`src/rtl/di_arbiter_pkg.sv`:
```
// di_arb_pkg: shared types for the two-master device-interface arbiter.
// State encodings and master index constants.
package di_arb_pkg;

   typedef enum logic [1:0] {
      IDLE = 2'd0,
      GNT0 = 2'd1,
      GNT1 = 2'd2
   } arb_state_e;

   localparam logic M0 = 1'b0;
   localparam logic M1 = 1'b1;

endpackage

```
`src/rtl/di_arbiter_if.sv`:
```
// di_arbiter_if: one master's view of the 16-bit device (register) interface.
// The master modport is the requester side; the slave modport is the arbiter side.
interface di_arbiter_if #(parameter int DW = 16);

   logic          req;
   logic          gnt;
   logic [DW-1:0] ep_addr;
   logic [DW-1:0] reg_addr;
   logic [DW-1:0] data_in;
   logic          write;
   logic          read;
   logic [DW-1:0] data_out;
   logic          rd_ready;
   logic          wr_ready;
   logic          timeout;

   modport master (
      output req, ep_addr, reg_addr, data_in, write, read,
      input  gnt, data_out, rd_ready, wr_ready, timeout
   );

   modport slave (
      input  req, ep_addr, reg_addr, data_in, write, read,
      output gnt, data_out, rd_ready, wr_ready, timeout
   );

endinterface

```
`src/rtl/di_arb_timeout.sv`:
```
// di_arb_timeout: strobe-without-ready watchdog for the arbiter.
// Only compiled when DI_ARB_TIMEOUT_EN is defined. hit is asserted in the
// cycle where the counter has already seen TIMEOUT_CYCLES-1 stalled cycles
// and the strobe is still stalled.
`ifdef DI_ARB_TIMEOUT_EN
module di_arb_timeout #(
   parameter int TIMEOUT_CYCLES = 1024
) (
   input  logic if_clock,
   input  logic resetb,
   input  logic clr,
   input  logic inc,
   output logic hit
);

   localparam int CW = (TIMEOUT_CYCLES > 1) ? $clog2(TIMEOUT_CYCLES) : 1;

   logic [CW-1:0] cnt_q;

   assign hit = inc && !clr && (cnt_q == CW'(TIMEOUT_CYCLES - 1));

   // stall counter: cleared by grant loss/ready/expiry, counts stalled strobe cycles
   always_ff @(posedge if_clock or negedge resetb) begin
      if (!resetb)
         cnt_q <= '0;
      else if (clr || hit)
         cnt_q <= '0;
      else if (inc)
         cnt_q <= cnt_q + CW'(1);
   end

endmodule
`endif

```
`src/rtl/di_arbiter.sv`:
```
// di_arbiter: two-master arbiter for the 16-bit device interface.
// Master 0 = host register port, master 1 = on-chip requester. One grant at a
// time, round robin on ties, no preemption, at least one IDLE cycle between
// grants. Granted master's fields/strobes are registered onto the di_* bus.
// Optional watchdog: define DI_ARB_TIMEOUT_EN to abort a strobe that sees no
// ready for TIMEOUT_CYCLES cycles.
module di_arbiter
   import di_arb_pkg::*;
#(
   parameter int DW             = 16,
   parameter int TIMEOUT_CYCLES = 1024
) (
   input  logic          if_clock,
   input  logic          resetb,
   di_arbiter_if.slave   m0,
   di_arbiter_if.slave   m1,
   output logic [DW-1:0] di_ep_addr,
   output logic [DW-1:0] di_reg_addr,
   output logic [DW-1:0] di_data_in,
   output logic          di_write,
   output logic          di_read,
   input  logic [DW-1:0] di_data_out,
   input  logic          rd_ready,
   input  logic          wr_ready
);

   arb_state_e           state_q, state_d;
   logic                 last_gnt_q, last_gnt_d;
   logic [1:0]           req, wr, rd;
   logic [1:0][DW-1:0]   ep, ra, wd;
   logic                 sel, granted;
   logic                 wr_nxt, rd_nxt;
   logic                 tmo_any;

   assign req = {m1.req, m0.req};
   assign wr  = {m1.write, m0.write};
   assign rd  = {m1.read, m0.read};
   assign ep  = {m1.ep_addr, m0.ep_addr};
   assign ra  = {m1.reg_addr, m0.reg_addr};
   assign wd  = {m1.data_in, m0.data_in};

   assign sel     = (state_q == GNT1) ? M1 : M0;
   assign granted = (state_q != IDLE);

   // next-state / arbitration; strobe hand-off to the registered bus
   always_comb begin
      state_d    = state_q;
      last_gnt_d = last_gnt_q;
      wr_nxt     = 1'b0;
      rd_nxt     = 1'b0;
      case (state_q)
         IDLE: begin
            if (req[0] && req[1]) begin
               if (last_gnt_q == M0) begin
                  state_d    = GNT1;
                  last_gnt_d = M1;
               end else begin
                  state_d    = GNT0;
                  last_gnt_d = M0;
               end
            end else if (req[0]) begin
               state_d    = GNT0;
               last_gnt_d = M0;
            end else if (req[1]) begin
               state_d    = GNT1;
               last_gnt_d = M1;
            end
         end
         GNT0, GNT1: begin
            // release only once nothing is in flight on the bus
            if (tmo_any || (!req[sel] && !di_write && !di_read))
               state_d = IDLE;
         end
         default: state_d = IDLE;
      endcase
      // a strobe completed this cycle is dropped so it cannot be replayed
      // while the master is still lowering its level strobe
      if (granted && (state_d == state_q)) begin
         wr_nxt = wr[sel] && !(di_write && wr_ready);
         rd_nxt = rd[sel] && !(di_read && rd_ready);
      end
   end

   // state, round-robin history and registered di_* bus
   always_ff @(posedge if_clock or negedge resetb) begin
      if (!resetb) begin
         state_q     <= IDLE;
         last_gnt_q  <= M1;
         di_ep_addr  <= '0;
         di_reg_addr <= '0;
         di_data_in  <= '0;
         di_write    <= 1'b0;
         di_read     <= 1'b0;
      end else begin
         state_q    <= state_d;
         last_gnt_q <= last_gnt_d;
         di_write   <= wr_nxt;
         di_read    <= rd_nxt;
         if (granted) begin
            di_ep_addr  <= ep[sel];
            di_reg_addr <= ra[sel];
            di_data_in  <= wd[sel];
         end
      end
   end

   assign m0.gnt      = (state_q == GNT0);
   assign m1.gnt      = (state_q == GNT1);
   assign m0.data_out = m0.gnt ? di_data_out : '0;
   assign m1.data_out = m1.gnt ? di_data_out : '0;
   assign m0.rd_ready = rd_ready && m0.gnt;
   assign m1.rd_ready = rd_ready && m1.gnt;
   assign m0.wr_ready = wr_ready && m0.gnt;
   assign m1.wr_ready = wr_ready && m1.gnt;

`ifdef DI_ARB_TIMEOUT_EN
   logic       tmo_clr, tmo_inc;
   logic [1:0] tmo_q;

   assign tmo_clr = !granted || (di_write && wr_ready) || (di_read && rd_ready);
   assign tmo_inc = (di_write && !wr_ready) || (di_read && !rd_ready);

   di_arb_timeout #(.TIMEOUT_CYCLES(TIMEOUT_CYCLES)) u_tmo (
      .if_clock (if_clock),
      .resetb   (resetb),
      .clr      (tmo_clr),
      .inc      (tmo_inc),
      .hit      (tmo_any)
   );

   // one-cycle abort pulse to the master that owned the stalled strobe
   always_ff @(posedge if_clock or negedge resetb) begin
      if (!resetb)
         tmo_q <= '0;
      else
         tmo_q <= {tmo_any && (sel == M1), tmo_any && (sel == M0)};
   end

   assign m0.timeout = tmo_q[0];
   assign m1.timeout = tmo_q[1];
`else
   assign tmo_any    = 1'b0;
   assign m0.timeout = 1'b0;
   assign m1.timeout = 1'b0;
`endif

endmodule

```
`src/flat_wrapper.sv`:
```
// flat-port wrapper written by rule: the top's interface ports become plain ports
module di_arbiter_flat import di_arb_pkg::*;
#(
   parameter int DW             = 16,
   parameter int TIMEOUT_CYCLES = 1024
)
  (if_clock, resetb, di_ep_addr, di_reg_addr, di_data_in, di_write, di_read, di_data_out, rd_ready, wr_ready, m0_req, m0_ep_addr, m0_reg_addr, m0_data_in, m0_write, m0_read, m0_gnt, m0_data_out, m0_rd_ready, m0_wr_ready, m0_timeout, m1_req, m1_ep_addr, m1_reg_addr, m1_data_in, m1_write, m1_read, m1_gnt, m1_data_out, m1_rd_ready, m1_wr_ready, m1_timeout);
  di_arbiter_if #(.DW(DW)) m0_i ();
  di_arbiter_if #(.DW(DW)) m1_i ();
  input  logic if_clock;
  input  logic resetb;
  output logic [DW-1:0] di_ep_addr;
  output logic [DW-1:0] di_reg_addr;
  output logic [DW-1:0] di_data_in;
  output logic di_write;
  output logic di_read;
  input  logic [DW-1:0] di_data_out;
  input  logic rd_ready;
  input  logic wr_ready;
  input wire logic [$bits(m0_i.req)-1:0] m0_req;
  input wire logic [$bits(m0_i.ep_addr)-1:0] m0_ep_addr;
  input wire logic [$bits(m0_i.reg_addr)-1:0] m0_reg_addr;
  input wire logic [$bits(m0_i.data_in)-1:0] m0_data_in;
  input wire logic [$bits(m0_i.write)-1:0] m0_write;
  input wire logic [$bits(m0_i.read)-1:0] m0_read;
  output wire logic [$bits(m0_i.gnt)-1:0] m0_gnt;
  output wire logic [$bits(m0_i.data_out)-1:0] m0_data_out;
  output wire logic [$bits(m0_i.rd_ready)-1:0] m0_rd_ready;
  output wire logic [$bits(m0_i.wr_ready)-1:0] m0_wr_ready;
  output wire logic [$bits(m0_i.timeout)-1:0] m0_timeout;
  input wire logic [$bits(m1_i.req)-1:0] m1_req;
  input wire logic [$bits(m1_i.ep_addr)-1:0] m1_ep_addr;
  input wire logic [$bits(m1_i.reg_addr)-1:0] m1_reg_addr;
  input wire logic [$bits(m1_i.data_in)-1:0] m1_data_in;
  input wire logic [$bits(m1_i.write)-1:0] m1_write;
  input wire logic [$bits(m1_i.read)-1:0] m1_read;
  output wire logic [$bits(m1_i.gnt)-1:0] m1_gnt;
  output wire logic [$bits(m1_i.data_out)-1:0] m1_data_out;
  output wire logic [$bits(m1_i.rd_ready)-1:0] m1_rd_ready;
  output wire logic [$bits(m1_i.wr_ready)-1:0] m1_wr_ready;
  output wire logic [$bits(m1_i.timeout)-1:0] m1_timeout;
  assign m0_i.req = m0_req;
  assign m0_i.ep_addr = m0_ep_addr;
  assign m0_i.reg_addr = m0_reg_addr;
  assign m0_i.data_in = m0_data_in;
  assign m0_i.write = m0_write;
  assign m0_i.read = m0_read;
  assign m0_gnt = m0_i.gnt;
  assign m0_data_out = m0_i.data_out;
  assign m0_rd_ready = m0_i.rd_ready;
  assign m0_wr_ready = m0_i.wr_ready;
  assign m0_timeout = m0_i.timeout;
  assign m1_i.req = m1_req;
  assign m1_i.ep_addr = m1_ep_addr;
  assign m1_i.reg_addr = m1_reg_addr;
  assign m1_i.data_in = m1_data_in;
  assign m1_i.write = m1_write;
  assign m1_i.read = m1_read;
  assign m1_gnt = m1_i.gnt;
  assign m1_data_out = m1_i.data_out;
  assign m1_rd_ready = m1_i.rd_ready;
  assign m1_wr_ready = m1_i.wr_ready;
  assign m1_timeout = m1_i.timeout;
  di_arbiter #(.DW(DW), .TIMEOUT_CYCLES(TIMEOUT_CYCLES)) u_core (.if_clock(if_clock), .resetb(resetb), .m0(m0_i), .m1(m1_i), .di_ep_addr(di_ep_addr), .di_reg_addr(di_reg_addr), .di_data_in(di_data_in), .di_write(di_write), .di_read(di_read), .di_data_out(di_data_out), .rd_ready(rd_ready), .wr_ready(wr_ready));
endmodule
```
`config.mk`:
```
export PLATFORM = sky130hd
export DESIGN_NAME = di_arbiter_flat
export DESIGN_NICKNAME = d
export VERILOG_FILES = /design/src/rtl/di_arbiter_pkg.sv /design/src/rtl/di_arbiter_if.sv /design/src/rtl/di_arb_timeout.sv /design/src/rtl/di_arbiter.sv /design/src/flat_wrapper.sv
export SDC_FILE = /design/constraint.sdc
export NUM_CORES = 1
export LEC_CHECK = 0
export CORE_MARGIN = 5
export CORE_UTILIZATION = 25
export DETAILED_ROUTE_END_ITERATION = 10
export SKIP_CTS_REPAIR_TIMING = 1
export SLEW_MARGIN = 10
export SYNTH_ARGS = -nofsm -noshare
export SYNTH_HDL_FRONTEND = slang
export SYNTH_SLANG_ARGS = --single-unit
```
`constraint.sdc`:
```
create_clock -name if_clock -period 2.2 [get_ports if_clock]
set_clock_uncertainty 0.2 [all_clocks]
set_input_delay 0.33 -clock if_clock [delete_from_list [all_inputs] [get_ports if_clock]]
set_output_delay 0.33 -clock if_clock [all_outputs]
set_load 0.05 [all_outputs]
```
==> impl_metrics.py <==
metrics = {
    "cts": {
        "numCtsBuffers": 5,
        "clock_sinks": 53,
        "cts_root_buffer": "clkbuf_8",
        "clkLatencyLatePin_ns": 0.29,
        "cts_tree": "yes",
        "clkTransAtPathRegs_ns": 0.09,
        "cts_max_level": 2,
        "cts_max_path_buffers": 2,
    },
    "placed_design": {
        "place.gp.congestion": 0.7994,
        "port_buffers": 209,
        "dp_hpwl_mm": 7.685,
        "pre_cts_slack_ns": 0.1237,
    },
    "drt": {
        "routed-via-count": 2800,
        "drc": 0,
        "drt-pass1-iter-count": 6,
        "wl_per_cell_um": 14.97,
        "drtIter0Drc": 87,
        "routed_via_density": 4.403,
        "wirelength_mm": 9.522,
        "drt.antenna.violating_nets": 0,
    },
    "setup_path": {
        "ff2ff_setup_slack_ns": 0.30,
        "crit_arrival_ns": 1.58,
        "critPathCaptureType": "output port",
        "rr_endpoint": "u_core.di_write$_DFF_PN0_",
        "ff2ff_path_depth": 7,
        "cp_max_fo": 9,
        "worstSetupPathType": "flip-flop to output port",
        "cp.required_ns": 1.67,
        "reg2reg_from": "u_core.state_q[0]$_DFF_PN0_",
        "crit_path_start_kind": "flip-flop",
    },
    "pwr": {
        "power_frac_seq": 0.208,
        "ir_drop_uv": 734.5,
        "pwr_density_cell_mw_per_mm2": 1500,
        "p_int_mw": 4.192,
        "pwr-share-comb": 0.712,
        "clock_power_share": 0.080,
        "p_sw_mw": 4.265,
        "switching_share": 0.5043,
        "power.leakage_nw": 2.296,
        "fin_total_pwr_mw": 8.458,
    },
    "floorplanning": {
        "num_rows": 38,
        "die_area_mm2": 0.01336,
        "start_util": 0.2560,
        "chipWidth_um": 115.6,
        "coreArea_mm2": 0.01089,
        "die_h_um": 115.6,
        "ios": 212,
    },
    "layout": {
        "antenna_cells": 0,
        "area_growth_pct": 102.2,
        "nNetsFinal": 621,
        "drive_gt1_frac": 0.1694,
        "num-fill-cells": 979,
    },
    "synth": {
        "synth_seq_cells": 53,
        "ys_types": 25,
        "avgSynthCellArea_um2": 9.679,
        "synth_area_leaders": "dfrtp_1 47%, mux2i_1 18%, o21ai_1 8.6%, and2_1 8.1%, nand2_1 6.6%",
        "seq_area_frac_synth": 0.4762,
        "synth_edf_count": 0,
        "ys_async_sr_fraction": 1.000,
        "synth_area_mm2": 0.002788,
        "synth_flop_cell": "dfrtp_1",
        "netlist.area_leader.share": 0.4668,
        "synth_top_cell_by_area": "dfrtp_1",
        "yosysMostFrequentCell": "dfrtp_1",
        "synthTopCellsByCount": "52 x dfrtp_1, 49 x mux2i_1, 49 x nand2_1",
        "yosysWarnings": 0,
        "synth_cells": 288,
    },
    "job": {
        "max_cap_violations": 0,
    },
    "sta": {
        "fin_crit_ns": 2.112,
        "finalHoldViolCount": 0,
        "min_period_over_period": 0.9600,
        "fin_ws_ns": 0.08798,
        "tightest_slew_ns": 0.5503,
        "slew_viol_final": 0,
        "max_clock_freq_ghz": 0.4735,
        "setup_viol": 0,
        "relSlewSlack": 0.6331,
    },
    "grt": {
        "grt_max_degree": 64,
        "antenna_found_initial": 0,
        "grt_pass1_vias": 2903,
        "grt_pass1_wl_mm": 14.33,
        "track_usage": 0.1325,
        "overflow": 0,
    },
    "worst_hold_path": {
        "hp-class": "flip-flop to flip-flop",
        "hold_depth": 2,
        "hold_start": "u_core.di_ep_addr[9]$_DFFE_PN0N_",
        "hold_path_end": "u_core.di_ep_addr[9]$_DFFE_PN0N_",
    },
    "status": {
        "status": "finished clean",
    },
}
kinds of logic after synthesis:
family          after synthesis  synth area share
fa+ha+maj                     4           0.01795
buf+inv                      26           0.04533
simple gates                 95            0.1643
mux                          49            0.1759
compound gates               60            0.1189
flops                        53            0.4762
other cells                   1          0.001345
metrics by stage:
stage                     area (um2)  std cells    util  setup TNS [ns]  hold WS, ns
final                           5637        636  0.5177               0       0.2963
after global routing            5637        636  0.5177        -0.02897       0.3180
after CTS                       5567        631  0.5113          -3.821      -0.1818
after detailed placement        5450        623  0.5006               0       0.1576
after global placement          5450        623  0.5006               0       0.1527
after floorplan                 2819        289       -               0      -0.1656
power by group through the flow:
stage	combinational [mW]	clock, mW	sequential, mW
2_1_floorplan	2.10	0	3.31
3_3_place_gp	5.96	0	1.74
3_5_place_dp	6.01	0	1.77
4_1_cts	6.01	0.707	1.76
5_1_grt	6.36	0.744	1.83
6_report	6.02	0.676	1.76
sequential cells by signal, summed over array words and instances (netlist names):
| name | count |
|---|---|
| u_core.state_q | 2 |
| u_core.last_gnt_q | 1 |
| u_core.di_write | 1 |
| u_core.di_data_in | 16 |
| u_core.di_ep_addr | 16 |
| u_core.di_read | 1 |
| u_core.di_reg_addr | 16 |
worst max-delay path by stage:
stage	endpoint	cells past startpoint	start	slack, ns
after CTS	m0_data_out[3]	4	u_core.state_q[1]$_DFF_PN0_	-0.13
after global placement	u_core.di_data_in[15]$_DFFE_PN0N_	5	u_core.state_q[0]$_DFF_PN0_	0.17
after global routing	m1_data_out[5]	5	u_core.state_q[0]$_DFF_PN0_	-0.01
after floorplan	m1_data_out[0]	5	u_core.state_q[0]$_DFF_PN0_	0.005
after detailed placement	u_core.di_data_in[15]$_DFFE_PN0N_	5	u_core.state_q[0]$_DFF_PN0_	0.12
final	m0_data_out[4]	5	u_core.state_q[1]$_DFF_PN0_	0.09
critical path, stage by stage, from the launching register on:
cell and delay [ns]:
dfrtp_2 0.49, inv_2 0.13, ha_4 0.13, clkbuf_4 0.19, and2_1 0.19, buf_12 0.15
layout make-up:
type | instances | area [um2] | area share
clock buffer | 7 | 86.33 | 0.01532
clock inverter | 1 | 30.03 | 0.005327
inverter | 4 | 15.01 | 0.002664
multi-input combinational | 210 | 1398 | 0.2479
sequential | 53 | 1330 | 0.2360
tap | 140 | 175.2 | 0.03108
timing repair buffer | 221 | 2603 | 0.4617
layout by cell type, fill, tap and decap left out, types with 2 or more instances in the layout:
cell type	synthesis	routed
buf_12	0	40
nand2_1	49	49
mux2i_1	49	49
and2_2	0	18
a21oi_1	2	2
dfrtp_1	52	50
a32oi_1	2	2
nor3_1	2	2
dfrtp_2	0	2
clkdlybuf4s50_1	0	170
o21ai_1	48	48
ha_4	0	3
conb_1	1	2
nor2_1	6	6
buf_4	4	7
and2_1	36	18
a31oi_1	2	2
inv_1	4	2
clkbuf_8	0	6
a221o_1	2	2
inv_2	0	2
per-layer routing:
layer / vias up / share of wire / track usage
li1: 1381 / - / -
met2: 134 / 0.50 / 0.2396
met1: 1278 / 0.39 / 0.1541
met3: 7 / 0.099 / 0.04439
met5: - / 0 / 0
met4: 0 / 0.0086 / 0.02347
(Power assumes the default switching activity.)
